File: src/rtl/hazard_controller.sv
// rtl/hazard_controller.sv - pipeline hazard detection, forwarding and multi-cycle EX stall control
module hazard_controller #(
  parameter int REG_ADDR_W = 5,
  parameter int MD_LATENCY = 4,
  parameter int CNT_W      = 16
) (
  input  logic                  clock,
  input  logic                  reset,
  input  logic [REG_ADDR_W-1:0] RsD,
  input  logic [REG_ADDR_W-1:0] RtD,
  input  logic [REG_ADDR_W-1:0] RsE,
  input  logic [REG_ADDR_W-1:0] RtE,
  input  logic [REG_ADDR_W-1:0] WriteRegE,
  input  logic [REG_ADDR_W-1:0] WriteRegM,
  input  logic [REG_ADDR_W-1:0] WriteRegW,
  input  logic                  RegWriteE,
  input  logic                  RegWriteM,
  input  logic                  RegWriteW,
  input  logic                  MemtoRegE,
  input  logic                  MemtoRegM,
  input  logic                  BranchD,
  input  logic                  PCSrcD,
  input  logic                  MultiCycleE,
  output logic                  StallF,
  output logic                  StallD,
  output logic                  StallE,
  output logic                  FlushD,
  output logic                  FlushE,
  output logic [1:0]            ForwardAE,
  output logic [1:0]            ForwardBE,
  output logic                  ForwardAD,
  output logic                  ForwardBD,
  output logic                  Busy,
  output logic [CNT_W-1:0]      StallCount
);

  localparam logic       IDLE     = 1'b0;
  localparam logic       BUSY     = 1'b1;
  localparam logic [7:0] CNT_INIT = 8'(MD_LATENCY - 2);

  logic       state;
  logic [7:0] cnt;
  logic       effState;
  logic       lwStall;
  logic       brStall;
  logic       mdStall;
  logic       anyStall;

  // Register 0 is hardwired, so a zero specifier never creates a dependency
  function automatic logic depends(input logic en,
                                   input logic [REG_ADDR_W-1:0] dst,
                                   input logic [REG_ADDR_W-1:0] src);
    return en && (dst != '0) && (dst == src);
  endfunction

  // EX operand bypass: the younger result in MEM wins over the one in WB
  always_comb begin
    ForwardAE = 2'b00;
    ForwardBE = 2'b00;
    if (depends(RegWriteM, WriteRegM, RsE))      ForwardAE = 2'b10;
    else if (depends(RegWriteW, WriteRegW, RsE)) ForwardAE = 2'b01;
    if (depends(RegWriteM, WriteRegM, RtE))      ForwardBE = 2'b10;
    else if (depends(RegWriteW, WriteRegW, RtE)) ForwardBE = 2'b01;
    ForwardAD = depends(RegWriteM, WriteRegM, RsD);
    ForwardBD = depends(RegWriteM, WriteRegM, RtD);
  end

  // Stall and flush decisions; a reset cycle evaluates the multi-cycle unit as idle
  always_comb begin
    effState = reset ? IDLE : state;
    lwStall  = depends(MemtoRegE, RtE, RsD) || depends(MemtoRegE, RtE, RtD);
    brStall  = BranchD && (depends(RegWriteE, WriteRegE, RsD) || depends(RegWriteE, WriteRegE, RtD) ||
                           depends(MemtoRegM, WriteRegM, RsD) || depends(MemtoRegM, WriteRegM, RtD));
    mdStall  = MultiCycleE && ((effState == IDLE) || (cnt != 8'd0));
    anyStall = lwStall || brStall || mdStall;
    StallF   = anyStall;
    StallD   = anyStall;
    StallE   = mdStall;
    // Holding EX for a multi-cycle op must not also bubble it away
    FlushE   = (lwStall || brStall) && !mdStall;
    FlushD   = PCSrcD && !anyStall;
  end

  // Multi-cycle sequencer: count down the remaining stall cycles, then release for one cycle
  always_ff @(posedge clock) begin
    if (reset) begin
      state <= IDLE;
      cnt   <= 8'd0;
    end else if (state == IDLE) begin
      if (MultiCycleE) begin
        state <= BUSY;
        cnt   <= CNT_INIT;
      end
    end else begin
      if (!MultiCycleE) begin
        state <= IDLE;
        cnt   <= 8'd0;
      end else if (cnt != 8'd0) begin
        cnt <= cnt - 8'd1;
      end else begin
        state <= IDLE;
      end
    end
  end

  assign Busy = (state == BUSY);

  // Saturating count of cycles in which fetch was held
  always_ff @(posedge clock) begin
    if (reset) begin
      StallCount <= '0;
    end else if (anyStall && (StallCount != {CNT_W{1'b1}})) begin
      StallCount <= StallCount + 1'b1;
    end
  end

endmodule

File: config.mk
export PLATFORM = sky130hd
export DESIGN_NAME = hazard_controller
export DESIGN_NICKNAME = d
export VERILOG_FILES = /design/src/rtl/hazard_controller.sv
export SDC_FILE = /design/constraint.sdc
export NUM_CORES = 1
export LEC_CHECK = 0
export ABC_CLOCK_PERIOD_IN_PS = 2400
export CAP_MARGIN = 20
export CORE_ASPECT_RATIO = 0.8
export CORE_MARGIN = 2
export CORE_UTILIZATION = 41
export DETAILED_ROUTE_END_ITERATION = 8
export GPL_TIMING_DRIVEN = 0
export HOLD_SLACK_MARGIN = 0.03
export PLACE_DENSITY = 0.75
export SLEW_MARGIN = 20
export SYNTH_ARGS = -nofsm -noshare
export SYNTH_HDL_FRONTEND = slang
export SYNTH_SLANG_ARGS = --single-unit
File: constraint.sdc
create_clock -name clock -period 2.4 [get_ports clock]
set_input_delay 0.36 -clock clock [delete_from_list [all_inputs] [get_ports clock]]
set_output_delay 0.36 -clock clock [all_outputs]
set_load 0.02 [all_outputs]
==> key figures <==
Detailed routing
  – Drc violations: 0
  – Vias per cell: 5.52
  – ANT nets after route: 0
  – Vias: 2213
  – Avg WL per Cell: 15.2 um
  – First-pass iteration count of the detailed router: 4
  – Initial DRC count: 126
  – Post-Route WL: 6.11 mm

GRT
  – Met2 GRT Util: 36.0%
  – Overflow after GRT: 0
  – GR Layer Usage met1: 31.4%
  – Initial antenna violation count: 0
  – First-pass GRT wire length: 9.60 mm
  – Global route hottest layer: met2
  – Met3 Usage GRT: 4.74%
  – Vias in the first global route: 2051
  – GRT Total Usage: 22.5%
  – Pin count of the biggest net entering global routing: 14

Place
  – Post-Place Cell Area: 2730 um^2
  – Dpl hpwl: 4.46 mm
  – Placer congestion estimate: 0.907
  – IO Port Bufs: 62

Yosys
  – Synthesized flop and latch total: 25
  – Synth unique cells: 43
  – Post-Syn Nets: 307
  – Syn Area/Cell: 7.76 um^2
  – EDFF count, synth: 0
  – Top cell type's share of synthesized area: 24.8%
  – Post-Syn Instances: 260
  – Mapped cell area: 2020 um^2
  – Synth warn: 0
  – Async set-or-reset flop fraction in the synthesized netlist: 0%
  – Main synth FF type: dfxtp_1
  – Top cell type by total area after synthesis: dfxtp_1
  – Ranking of synthesized cells by area: dfxtp_1 (25%), xor2_1 (18%), a21oi_1 (4.7%)
  – Register area share after synthesis: 24.8%

Final layout
  – N_diodes: 0
  – Layout overhead on the synthesized area: 46.8%
  – Nets: 389
  – Leading cell type in the layout, fill and taps excluded: xor2_1
  – Most frequent cells in the layout: xor2_1 (41), clkdlybuf4s50_1 (33), dfxtp_1 (20), nor2_1 (20), a21oi_1 (18)
  – Design Area, Final: 2960 um^2
  – Layout cells sized above 1: 19.6%

STA
  – Period utilization: 99.4%
  – RSZ-0062 raised after global routing: yes
  – Fin. Hold Viols: 0
  – Slew Viols, Final: 0
  – Final hold slack: 0.482 ns
  – Tightest Pin Transition: 0.521 ns
  – Final setup viols: 0
  – Setup TNS: 0 ns
  – Final Skew: 0.00334 ns
  – Min Tclk post-route: 2.39 ns
  – FMAX: 419 MHz
  – Slew margin rel.: 65.3%

Pwr
  – Maximum vdd drop: 0.241 mV
  – Static leakage: 0.00116 uW
  – Total power: 1100 uW
  – Pwr dens: 372 nW/um^2

Clocking
  – Clk slew on worst S/H paths: 0.09 ns
  – H-tree levels: 1
  – CTS tree: built
  – Worst skew pair latency: 0.27 ns
  – CTS Root Cell: clkbuf_8
  – Clock Path Buffers: 2
  – Number of clock sinks: 25
  – Num CTS Buffers: 3

Die
  – IO Pins: 73
  – Num rows: 22
  – Die W: 82.4 um
  – Die ar.: 5500 um^2
  – Starting Density: 43.4%
  – Die Ht: 66.8 um
  – Core Box Area: 4650 um^2

Worst setup path
  – CP Data Required Time: 2.04 ns
  – Crit Path Max Fanout: 4
  – Setup CP Type: reg2out
  – CP arrival: 2.03 ns
  – Worst Setup End Kind: primary output
  – Startpoint Class: register
  – R2R depth: 12

Hold path
  – Worst hold path class: reg2reg
  – Worst Hold Depth: 2

Run status
  – Outcome: finished clean

Flow run
  – Max capacitance violation total: 0
[layout make-up]
type | instances | area, um^2
Buffer | 16 | 92.6
Clock buffer | 4 | 45.0
Fill cell | 409 | 1690
Inverter | 6 | 22.5
Multi-Input combinational cell | 212 | 1500
Sequential cell | 25 | 507
Tap cell | 60 | 75.1
Timing Repair Buffer | 78 | 721
[path summary, 6_finish.rpt]
check	startpoint	endpoint	slack, ns
hold / removal	cnt[6]$_SDFFE_PP0P_	cnt[6]$_SDFFE_PP0P_	0.48
setup / recovery	cnt[0]$_SDFFE_PP0P_	StallF	0.01
setup reg to reg	cnt[0]$_SDFFE_PP0P_	StallCount[1]$_SDFFE_PP0P_	0.04
hold reg to reg	cnt[6]$_SDFFE_PP0P_	cnt[6]$_SDFFE_PP0P_	0.48
[layer usage]
layer	up-vias	routed length, um
li1	1089	-
met1	1050	2870
met2	66	2880
met3	8	317
met4	0	48
met5	-	0
[critical path: stages, from the launching register on]
cell	delay, ns
dfxtp_2	0.33
inv_2	0.06
ha_4	0.15
nand2_4	0.06
nor4b_4	0.35
a31oi_4	0.15
or3_4	0.39
buf_6	0.13
buf_6	0.12
[per-stage QoR]
step	util (%)	instances	setup WS, ns
5_1_grt	63.7	401	-0.0718
2_1_floorplan	-	260	0.0102
3_3_place_gp	58.6	382	-0.870
6_report	63.7	401	0.0143
3_5_place_dp	58.6	382	-0.875
4_1_cts	62.0	396	-0.00999
[where the power goes]
| group | switching [uW] | leakage [uW] | internal [uW] |
|---|---|---|---|
| Clock | 133 | 0.0000228 | 119 |
| Sequential | 14.8 | 0.000205 | 426 |
| Combinational | 207 | 0.000928 | 201 |
| Total | 355 | 0.00116 | 746 |
[cells by family after synthesis]
group	count (synthesis)	share of synthesized area, %
AOI/OAI and AO/OA	51	15.8
muxes	4	2.54
adders and majority gates	2	1.24
DFF	25	24.8
and+or+nand+nor	104	28.1
xor gates and xnor gates	51	22.1
buffers and inverters	23	5.39
[Yosys cell counts, types with 3 or more instances]
| cell | instances |
|---|---|
| buf_2 | 6 |
| a22oi_1 | 3 |
| xor2_1 | 41 |
| nand3_1 | 14 |
| nor3_1 | 12 |
| nor4_1 | 4 |
| nor2b_1 | 3 |
| or4_1 | 7 |
| nor2_1 | 22 |
| nand4_1 | 3 |
| and3_1 | 3 |
| or3_1 | 11 |
| inv_1 | 6 |
| a21oi_1 | 19 |
| clkbuf_1 | 8 |
| o21ai_1 | 7 |
| dfxtp_1 | 25 |
| nand2_1 | 14 |
| xnor2_1 | 10 |
| a311oi_1 | 3 |
| o21ai_0 | 9 |
[registers in the layout, summed over array words and instances (netlist names)]
signal / cells
Busy: 1
StallCount: 16
cnt: 8
[timing repair]
action,in CTS,in global routing
hold buffers,0,0
setup endpoints to repair,27,18
pin swaps,9,10
setup buffers,10,6
gates resized for setup,80,18
No activity file was read; power rests on OpenSTA's default activity.
